$ cat src/rtl/ped_request_conditioner_if.sv
// Pedestrian request bus between the push-button conditioner and its user.
// master drives the raw button and the crossing grant, slave is the conditioner.
interface ped_request_conditioner_if #(
  parameter int COUNT_W = 8
);
  logic               button_raw;
  logic               ped_allow;
  logic               ped_req;
  logic               req_pending;
  logic [COUNT_W-1:0] press_count;

  modport master (
    output button_raw,
    output ped_allow,
    input  ped_req,
    input  req_pending,
    input  press_count
  );

  modport slave (
    input  button_raw,
    input  ped_allow,
    output ped_req,
    output req_pending,
    output press_count
  );
endinterface

$ cat src/rtl/ped_request_conditioner.sv
// Pedestrian request conditioner: synchronises and debounces the push-button,
// holds one request until the crossing is granted, then enforces a minimum gap
// after each crossing, deferring any press made during that gap.
module ped_request_conditioner #(
  parameter int SYNC_STAGES     = 2,
  parameter int DEBOUNCE_CYCLES = 8,
  parameter int MIN_GAP_CYCLES  = 20,
  parameter int COUNT_W         = 8
) (
  input logic clk,
  input logic reset,
  ped_request_conditioner_if.slave bus
);

  localparam int DB_W  = $clog2(DEBOUNCE_CYCLES + 1);
  localparam int GAP_W = (MIN_GAP_CYCLES > 1) ? $clog2(MIN_GAP_CYCLES) : 1;

  typedef enum logic [1:0] {
    IDLE,
    PENDING,
    SERVING,
    LOCKOUT
  } state_t;

  logic [SYNC_STAGES-1:0] sync_chain;
  logic                   sync;
  logic                   db;
  logic                   db_d;
  logic [DB_W-1:0]        db_count;
  logic                   press;

  state_t                 state;
  state_t                 state_next;
  logic                   deferred;
  logic                   deferred_next;
  logic [GAP_W-1:0]       gap_count;
  logic [GAP_W-1:0]       gap_next;
  logic                   count_inc;
  logic [COUNT_W-1:0]     press_count;

  assign sync  = sync_chain[SYNC_STAGES-1];
  assign press = db & ~db_d;

  // Shift the asynchronous button level through the synchroniser flops.
  always_ff @(posedge clk or posedge reset) begin
    if (reset) begin
      sync_chain <= '0;
    end else begin
      sync_chain <= {sync_chain[SYNC_STAGES-2:0], bus.button_raw};
    end
  end

  // Debounce: the level only changes after an unbroken run of differing samples.
  always_ff @(posedge clk or posedge reset) begin
    if (reset) begin
      db       <= 1'b0;
      db_d     <= 1'b0;
      db_count <= '0;
    end else begin
      db_d <= db;
      if (sync != db) begin
        if (db_count == DB_W'(DEBOUNCE_CYCLES - 1)) begin
          db       <= ~db;
          db_count <= '0;
        end else begin
          db_count <= db_count + DB_W'(1);
        end
      end else begin
        db_count <= '0;
      end
    end
  end

  // Request state, deferral flag, gap timer and the saturating press counter.
  always_ff @(posedge clk or posedge reset) begin
    if (reset) begin
      state       <= IDLE;
      deferred    <= 1'b0;
      gap_count   <= '0;
      press_count <= '0;
    end else begin
      state     <= state_next;
      deferred  <= deferred_next;
      gap_count <= gap_next;
      if (count_inc && (press_count != {COUNT_W{1'b1}})) begin
        press_count <= press_count + COUNT_W'(1);
      end
    end
  end

  // Next-state logic: presses are accepted when idle, merged while pending,
  // dropped while the crossing is in progress and deferred during the gap.
  always_comb begin
    state_next    = state;
    deferred_next = deferred;
    gap_next      = gap_count;
    count_inc     = 1'b0;
    case (state)
      IDLE: begin
        if (press) begin
          state_next = PENDING;
          count_inc  = 1'b1;
        end
      end
      PENDING: begin
        if (bus.ped_allow) begin
          state_next = SERVING;
        end
      end
      SERVING: begin
        if (!bus.ped_allow) begin
          state_next = LOCKOUT;
          gap_next   = GAP_W'(MIN_GAP_CYCLES - 1);
        end
      end
      LOCKOUT: begin
        if (gap_count == '0) begin
          state_next    = (deferred || press) ? PENDING : IDLE;
          deferred_next = 1'b0;
          count_inc     = press & ~deferred;
        end else begin
          gap_next = gap_count - GAP_W'(1);
          if (press) begin
            deferred_next = 1'b1;
            count_inc     = ~deferred;
          end
        end
      end
      default: begin
        state_next    = IDLE;
        deferred_next = 1'b0;
      end
    endcase
  end

  assign bus.ped_req     = (state == PENDING);
  assign bus.req_pending = (state == PENDING) | deferred;
  assign bus.press_count = press_count;

endmodule

$ cat src/flat_wrapper.sv
// flat-port wrapper written by rule: the top's interface ports become plain ports
module ped_request_conditioner_flat 
#(
  parameter int SYNC_STAGES     = 2,
  parameter int DEBOUNCE_CYCLES = 8,
  parameter int MIN_GAP_CYCLES  = 20,
  parameter int COUNT_W         = 8
)
  (clk, reset, bus_button_raw, bus_ped_allow, bus_ped_req, bus_req_pending, bus_press_count);
  ped_request_conditioner_if #(.COUNT_W(COUNT_W)) bus_i ();
  input logic clk;
  input logic reset;
  input wire logic [$bits(bus_i.button_raw)-1:0] bus_button_raw;
  input wire logic [$bits(bus_i.ped_allow)-1:0] bus_ped_allow;
  output wire logic [$bits(bus_i.ped_req)-1:0] bus_ped_req;
  output wire logic [$bits(bus_i.req_pending)-1:0] bus_req_pending;
  output wire logic [$bits(bus_i.press_count)-1:0] bus_press_count;
  assign bus_i.button_raw = bus_button_raw;
  assign bus_i.ped_allow = bus_ped_allow;
  assign bus_ped_req = bus_i.ped_req;
  assign bus_req_pending = bus_i.req_pending;
  assign bus_press_count = bus_i.press_count;
  ped_request_conditioner #(.SYNC_STAGES(SYNC_STAGES), .DEBOUNCE_CYCLES(DEBOUNCE_CYCLES), .MIN_GAP_CYCLES(MIN_GAP_CYCLES), .COUNT_W(COUNT_W)) u_core (.clk(clk), .reset(reset), .bus(bus_i));
endmodule
$ cat config.mk
export PLATFORM = sky130hd
export DESIGN_NAME = ped_request_conditioner_flat
export DESIGN_NICKNAME = d
export VERILOG_FILES = /design/src/rtl/ped_request_conditioner_if.sv /design/src/rtl/ped_request_conditioner.sv /design/src/flat_wrapper.sv
export SDC_FILE = /design/constraint.sdc
export NUM_CORES = 1
export LEC_CHECK = 0
export CORE_MARGIN = 2
export CORE_UTILIZATION = 50
export CTS_CLUSTER_DIAMETER = 120
export DETAILED_ROUTE_END_ITERATION = 16
export GPL_ROUTABILITY_DRIVEN = 0
export PLACE_DENSITY = 0.72
export SYNTH_ARGS = -nofsm -noshare
export SYNTH_HDL_FRONTEND = slang
export SYNTH_SLANG_ARGS = --single-unit
$ cat constraint.sdc
create_clock -name clk -period 4.9 [get_ports clk]
set_input_delay 0.735 -clock clk [delete_from_list [all_inputs] [get_ports clk]]
set_output_delay 0.735 -clock clk [all_outputs]
set_load 0.01 [all_outputs]
### Yosys cells after proc, flatten, opt, wreduce, memory -nomap -nowiden

Index checks and enable logic that the tools add are counted.

| cells by class | value |
|---|---|
| reductions and logical operators | 10 |
| add/subtract/negate cells | 3 |
| multiplexer cells | 17 |
| equal/unequal tests | 11 |
| bitwise logic cells | 6 |

Operators with widths:

| kind | number |
|---|---|
| $mux 5 | 2 |
| $pmux 5 s2 | 1 |
| $add 8x1->8 const B | 1 |
| $mux 2 | 4 |
| $mux 4 | 2 |
| $ne 8x8->1 const B | 1 |
| $pmux 2 s4 | 1 |
| $mux 1 | 6 |
| $ne 2x2->1 const B | 3 |
| $logic_not 5->1 | 1 |
| $sub 5x1->5 const B | 1 |
| $add 4x1->4 const B | 1 |
| $eq 2x2->1 const B | 2 |
| $eq 4x3->1 const B | 1 |
| $ne 2x1->1 const B | 2 |
| $reduce_and 2->1 | 2 |
| $reduce_and 4->1 | 1 |
| $reduce_bool 2->1 | 2 |
| $not 1->1 | 3 |
| $reduce_and 3->1 | 1 |
| $and 1x1->1 | 2 |
| $eq 2x1->1 const B | 1 |
| $logic_not 2->1 | 1 |
| $pmux 1 s2 | 1 |
| 4 further kinds | 4 |

| word-level totals | value |
|---|---|
| bits in registers | 24 |
| output and inout port bits | 10 |
| input port bits | 4 |
| logic and storage cells | 55 |

### Depth between registers and ports, before layout

Gate-level depths: netlist (run 1).

| logic depth | value |
|---|---|
| word-level depth | 6 |
| gate-level depth with buffers | 7 |

### Worst setup path before layout (run 1)

Ideal clock, no wire load.

| timing path | value |
|---|---|
| path type | reg2reg |
| from | register u_core.gap_count[0] |
| to | register u_core.state[0] |
| library setup time | 0.118 ns |
| buffers on the path | 1 |
| period minus slack after synthesis | 1.816 ns |
| cell stages (with the launch flop) | 8 |
| path slack | 3.084 ns |
| arrival | 1.697 ns |
| path through | dfrtp_1 inv_1 ha_1 or4b_1 buf_6 o31ai_4 a31oi_1 o2bb2a_4 |

| on the way | value |
|---|---|
| longest elaborated chain between the ends | 3 |

Ends and longest elaborated chain:

| element | line | RTL |
|---|---|---|
| start: declaration | ped_request_conditioner.sv:36 | `logic [GAP_W-1:0] gap_count;` |
| start signal: assignment | ped_request_conditioner.sv:84 | `gap_count <= gap_next;` |
| $logic_not 5->1 | ped_request_conditioner.sv:117 | `if (gap_count == '0) begin` |
| $ne 2x1->1 (no source line) | -- |  |
| $reduce_and 4->1 (no source line) | -- |  |
| end signal: assignment | ped_request_conditioner.sv:82 | `state <= state_next;` |
| end: declaration | ped_request_conditioner.sv:32 | `state_t state;` |

Every way passes these cells.
A chain may end at the register's enable or synchronous reset.

### Final worst setup path (run 1)

| timing path | value |
|---|---|
| from | register u_core.state[1] |
| to | output bus_req_pending |

| on the way | value |
|---|---|
| longest elaborated chain between the ends | 2 |

Ends and longest elaborated chain:

| element | line | RTL |
|---|---|---|
| $eq 2x1->1 | ped_request_conditioner.sv:137 | `assign bus.req_pending = (state == PENDING) \| deferred;` |
| $or 1x1->1 | ped_request_conditioner.sv:137 |  |
| end: declaration | flat_wrapper.sv:16 | `output wire logic [$bits(bus_i.req_pending)-1:0] bus_req_pending;` |

Every way passes these cells.

==> flow_summary.json, run 1 <==
{
  "dp_hpwl_mm": 1.539,
  "synth_cell_types": 30,
  "period_share": 0.5221,
  "path_max_fanout": 5,
  "setup_violations": 0,
  "synth_seq_cells": 24,
  "wl_per_cell_microns": 12.77,
  "synthCells": 118,
  "synth-async-reset-ratio": 1.000,
  "grt_use_total": 0.1689,
  "tritoncts": "built",
  "n_antenna_cell": 0,
  "maxCapViolations": 0,
  "drt_iter0_drc": 27,
  "grt_pass1_wl_mm": 3.512,
  "cts_max_path_buffers": 2,
  "port_buffers": 13,
  "numCtsBuffers": 3,
  "cts_resized": 0,
  "dr.pass1.iters": 4,
  "fp.coreArea_sq_um": 2432,
  "grt_pass1_vias": 769,
  "power_uw": 747.9,
  "status": "complete, no violations",
  "cp_slowest_cell": "clkdlybuf4s50_1",
  "drive_above_1_share": 0.1053,
  "crit_arrival_ns": 1.82,
  "slowest_delay_ns": 0.48,
  "synth_area_leaders": "dfrtp_1 (48%), ha_1 (8.0%), mux2_2 (4.5%)",
  "required_ns": 4.16,
  "antenna_left": 0,
  "avgSynthCellArea_sq_um": 10.67,
  "hp-class": "reg2reg",
  "synth_seq_area_share": 0.4771,
  "hold_viol_final": 0,
  "power_density_nw_per_um2": 516.6,
  "tightest_slew_ns": 0.8996,
  "clkSlewWorstSetupHoldPaths_ns": 0.14,
  "max-slew-margin-rel": 0.3996,
  "ios": 14,
  "synth_top_area_share": 0.4771,
  "p_leak_nw": 0.6840,
  "wl_mm": 2.082,
  "die_h_microns": 54.18,
  "drc": 0,
  "antenna_found_initial": 0,
  "slew_viol_final": 0,
  "synth-edff-count": 0,
  "die_w_microns": 54.18,
  "final_cell_mix": "dfrtp_1 (24), clkdlybuf4s50_1 (13), inv_1 (10), nand2_1 (9)",
  "yosysTopAreaCell": "dfrtp_1",
  "irDropWorstVdd_mv": 0.3239,
  "cts.sinks": 24,
  "place_area_sq_um": 1395,
  "grt_max_degree": 25,
  "root_buffer": "clkbuf_4",
  "holdWs_ns": 0.3683,
  "utilization": 0.5952,
  "area_growth_pct": 15.01,
  "vias": 882,
  "routed_via_density": 5.411,
  "htreeDepth": 1,
  "cts_setup_buffers": 0,
  "rsz0062_at_grt": "false",
  "initial_core_util": 0.5175,
  "setup.worst_path.class": "reg2out",
  "grt_overflow_total": 0,
  "dieArea_sq_um": 2935,
  "synth_fp_nets": 130,
  "fin_area_sq_um": 1448,
  "cp-start-kind": "flip-flop",
  "yosys_warnings": 0,
  "layout_commonest_cell": "dfrtp_1",
  "fin_skew_ns": 0.008521,
  "ys.flop_type": "dfrtp_1",
  "path_cells": "inv_1, ha_1, or2_2, clkdlybuf4s50_1",
  "tns_ns": 0,
  "fin_crit_ns": 2.558,
  "cp-end-kind": "primary output",
  "fp-row-count": 18,
  "final_nets": 146,
  "insertion_delay_ns": 0.31,
  "ctsHoldBuffers": 0,
  "syn_area_sq_um": 1259,
  "clock.fmax_mhz": 390.9
}
==> worst paths after layout <==
| check | from | end | slack [ns] | cells past startpoint |
|---|---|---|---|---|
| worst min register to register | u_core.sync_chain[0] | u_core.sync_chain[1] | 0.37 | 0 |
| max in group asynchronous | reset | u_core.bus.press_count[0] | 3.45 | 2 |
| worst min-delay path | u_core.sync_chain[0] | u_core.sync_chain[1] | 0.37 | 0 |
| min in group asynchronous | reset | u_core.gap_count[2] | 0.90 | 2 |
| worst max register to register | u_core.gap_count[0] | u_core.state[0] | 2.88 | 6 |
| worst max-delay path | u_core.state[1] | bus_req_pending | 2.34 | 4 |
==> power breakdown <==
part | total [mW] | internal, mW | switching [mW]
registers | 0.303 | 0.250 | 0.0529
logic | 0.304 | 0.155 | 0.149
clock network | 0.141 | 0.0826 | 0.0588
total | 0.748 | 0.487 | 0.260
==> critical path: cells and delay by family (launching register included) <==
kind | cells | cell delay [ns]
adders and majority gates | 1 | 0.22
buffers and inverters | 2 | 0.58
DFF | 1 | 0.43
and+or+nand+nor | 1 | 0.28
==> flip-flops by register name, indices dropped and copies added, names as in the netlist <==
register                count
u_core.gap_count            5
u_core.bus.press_count      8
u_core.db_d                 1
u_core.deferred             1
u_core.sync_chain           2
u_core.state                2
u_core.db_count             4
u_core.db                   1
==> per-layer routing <==
layer	vias up	global-route usage	wire, microns
li1	442	-	-
met4	0	0.03750	12
met5	-	0	0
met3	2	0.05833	75
met1	425	0.2399	1044
met2	13	0.2470	949
==> synth_stat cells (all sizes together), types with 2 or more instances <==
cell	count
dfrtp	24
a21oi	4
nand3	8
buf	2
nor2	8
nand2	9
and4	2
xor2	6
inv	10
nor4	3
mux2	5
nor2b	2
ha	8
nor3	5
xnor2	2
o21ai	7
a22oi	2
==> area by class of cell <==
| type | instances | area (sq um) |
|---|---|---|
| inverter | 10 | 37.54 |
| clock inverter | 1 | 30.03 |
| fill | 200 | 984.7 |
| sequential | 24 | 600.6 |
| clock buffer | 3 | 22.52 |
| multi-input combinational | 82 | 589.3 |
| timing repair buffer | 13 | 130.1 |
| tap | 30 | 37.54 |
==> per-stage QoR <==
step | instances | setup slack [ns]
after global placement | 159 | 2.766
final | 163 | 2.342
after global routing | 163 | 2.248
after floorplan | 118 | 3.084
after CTS | 163 | 2.328
after detailed placement | 159 | 2.702
==> logic make-up (layout without fill, tap and decap cells) <==
group                      after synthesis  count (layout)  share of synthesized area
and+or+nand+nor                         42              42                     0.1720
xor gates and xnor gates                 8               8                    0.05567
adders and majority gates                8               8                    0.07953
DFF                                     24              24                     0.4771
AOI/OAI and AO/OA                       18              18                     0.1083
buffers and inverters                   12              27                    0.05468
muxes                                    6               6                    0.05268
Power figures use the tool's default switching activity.
==> run 2, diff against run 1 <==
- clock period: 4.9 -> 2.4 ns (I/O delays scaled with it)
==> run 2 against run 1 <==
Global-route usage grew 0.22 points. Critical endpoint unchanged. Via count grew 3.5%. Combinational power grew 100%. Design area grew 0.52%. Cell count grew 0.61%. First-iteration DRC count shrank 26%. Largest power group is now sequential cells. Register-to-register slack lost 2.5 ns. Count of clock-buffer cells in the layout is the same.
==> flow_summary.json, run 2 (synthesis gave the netlist of run 1 again) <==
{
  "status": "complete, no violations",
  "max-slew-margin-rel": 0.7016,
  "largest_register_ffs": 8,
  "tightest_slew_ns": 0.4430,
  "grt_use_total": 0.1711,
  "maxCapViolations": 0,
  "wl_per_cell_microns": 13.02,
  "cts_resized": 0,
  "p_leak_nw": 0.6888,
  "initial_core_util": 0.5175,
  "layout_commonest_cell": "dfrtp_1",
  "ctsHoldBuffers": 0,
  "fin_skew_ns": 0.008597,
  "area_growth_pct": 15.61,
  "required_ns": 2.04,
  "die_h_microns": 54.18,
  "irDropWorstVdd_mv": 0.7695,
  "dr.pass1.iters": 4,
  "setup_violations": 0,
  "dieArea_sq_um": 2935,
  "period_share": 0.9131,
  "cts_max_path_buffers": 2,
  "cp-start-kind": "flip-flop",
  "final_nets": 147,
  "top_regs": "u_core.bus.press_count x8, u_core.gap_count x5, u_core.db_count x4",
  "crit_arrival_ns": 1.83,
  "grt_pass1_wl_mm": 3.553,
  "cts_setup_buffers": 0,
  "final_cell_mix": "dfrtp_1 (24), clkdlybuf4s50_1 (13), inv_1 (10), nand2_1 (9)",
  "tns_ns": 0,
  "multi_input_area_sq_um": 589.3,
  "dp_hpwl_mm": 1.607,
  "rsz0062_at_grt": "false",
  "insertion_delay_ns": 0.32,
  "htreeDepth": 1,
  "drive_above_1_share": 0.1119,
  "wl_mm": 2.136,
  "port_buffers": 13,
  "clock.fmax_mhz": 456.3,
  "n_antenna_cell": 0,
  "drt_iter0_drc": 20,
  "largest-register": "u_core.bus.press_count",
  "cp-end-kind": "primary output",
  "nFillCells": 204,
  "grt_pass1_vias": 802,
  "antenna_found_initial": 0,
  "ff_latch_area_sq_um": 600.6,
  "die_w_microns": 54.18,
  "numCtsBuffers": 3,
  "power_density_nw_per_um2": 1053,
  "fp.coreArea_sq_um": 2432,
  "setup.worst_path.class": "reg2out",
  "path_max_fanout": 5,
  "root_buffer": "clkbuf_4",
  "grt_overflow_total": 0,
  "fp-row-count": 18,
  "vias": 913,
  "grt_max_degree": 25,
  "ios": 14,
  "hold_viol_final": 0,
  "hp-class": "in2async",
  "setup_ws_ns": 0.2086,
  "cts.sinks": 24,
  "drc": 0,
  "slew_viol_final": 0,
  "clkSlewWorstSetupHoldPaths_ns": 0.13,
  "antenna_left": 0,
  "tritoncts": "built",
  "pre_cts_ws_ns": 0.4121,
  "routed_via_density": 5.567,
  "fin_crit_ns": 2.191
}
## run 2: changes by cell type in the layout (fill, tap and decap cells not counted)
cell   previous run  this run
buf_4             0         1
## run 2: worst paths after layout
check / startpoint / end / slack (ns) / depth (start not counted)
max reg2reg: u_core.gap_count[0] / u_core.state[0] / 0.38 / 6
max in group asynchronous: reset / u_core.db_count[0] / 1.80 / 3
min: reset / u_core.gap_count[3] / 0.36 / 3
min in group clk: u_core.sync_chain[0] / u_core.sync_chain[1] / 0.38 / 0
max: u_core.state[1] / bus_req_pending / 0.21 / 4
min reg2reg: u_core.sync_chain[0] / u_core.sync_chain[1] / 0.38 / 0
## run 2: metal layers
layer / vias to the layer above / track usage / part of all wire
met5: - / 0 / 0
met4: 0 / 0.03750 / 0.0056
met3: 2 / 0.05833 / 0.048
met2: 22 / 0.2570 / 0.47
met1: 444 / 0.2389 / 0.47
li1: 445 / - / -
## run 2: metrics by stage
step	power (mW)	hold slack [ns]	utilization	instance area (sq um)	cells
global route	1.653	0.3836	0.5983	1455	164
floorplan	1.106	0.3312	-	1259	118
finish	1.532	0.3629	0.5983	1455	164
CTS	1.544	0.3632	0.5983	1455	164
detailed placement	1.250	0.3484	0.5766	1403	160
global placement	1.220	0.3409	0.5766	1403	160
## run 2: power breakdown
group	total [mW]	switching, mW	internal [mW]
clock network	0.290	0.121	0.169
logic	0.619	0.303	0.315
registers	0.623	0.113	0.510
## run 2: area by class of cell
type                       count  share of cell area
multi-input combinational     82              0.4050
tap                           30             0.02580
inverter                      10             0.02580
clock buffer                   3             0.01548
sequential                    24              0.4127
clock inverter                 1             0.02064
timing repair buffer          14             0.09458
## run 2: critical path: stages (launching register included)
cell	delay [ns]
dfrtp_1	0.44
inv_1	0.10
ha_1	0.22
or2_2	0.28
clkdlybuf4s50_1	0.48
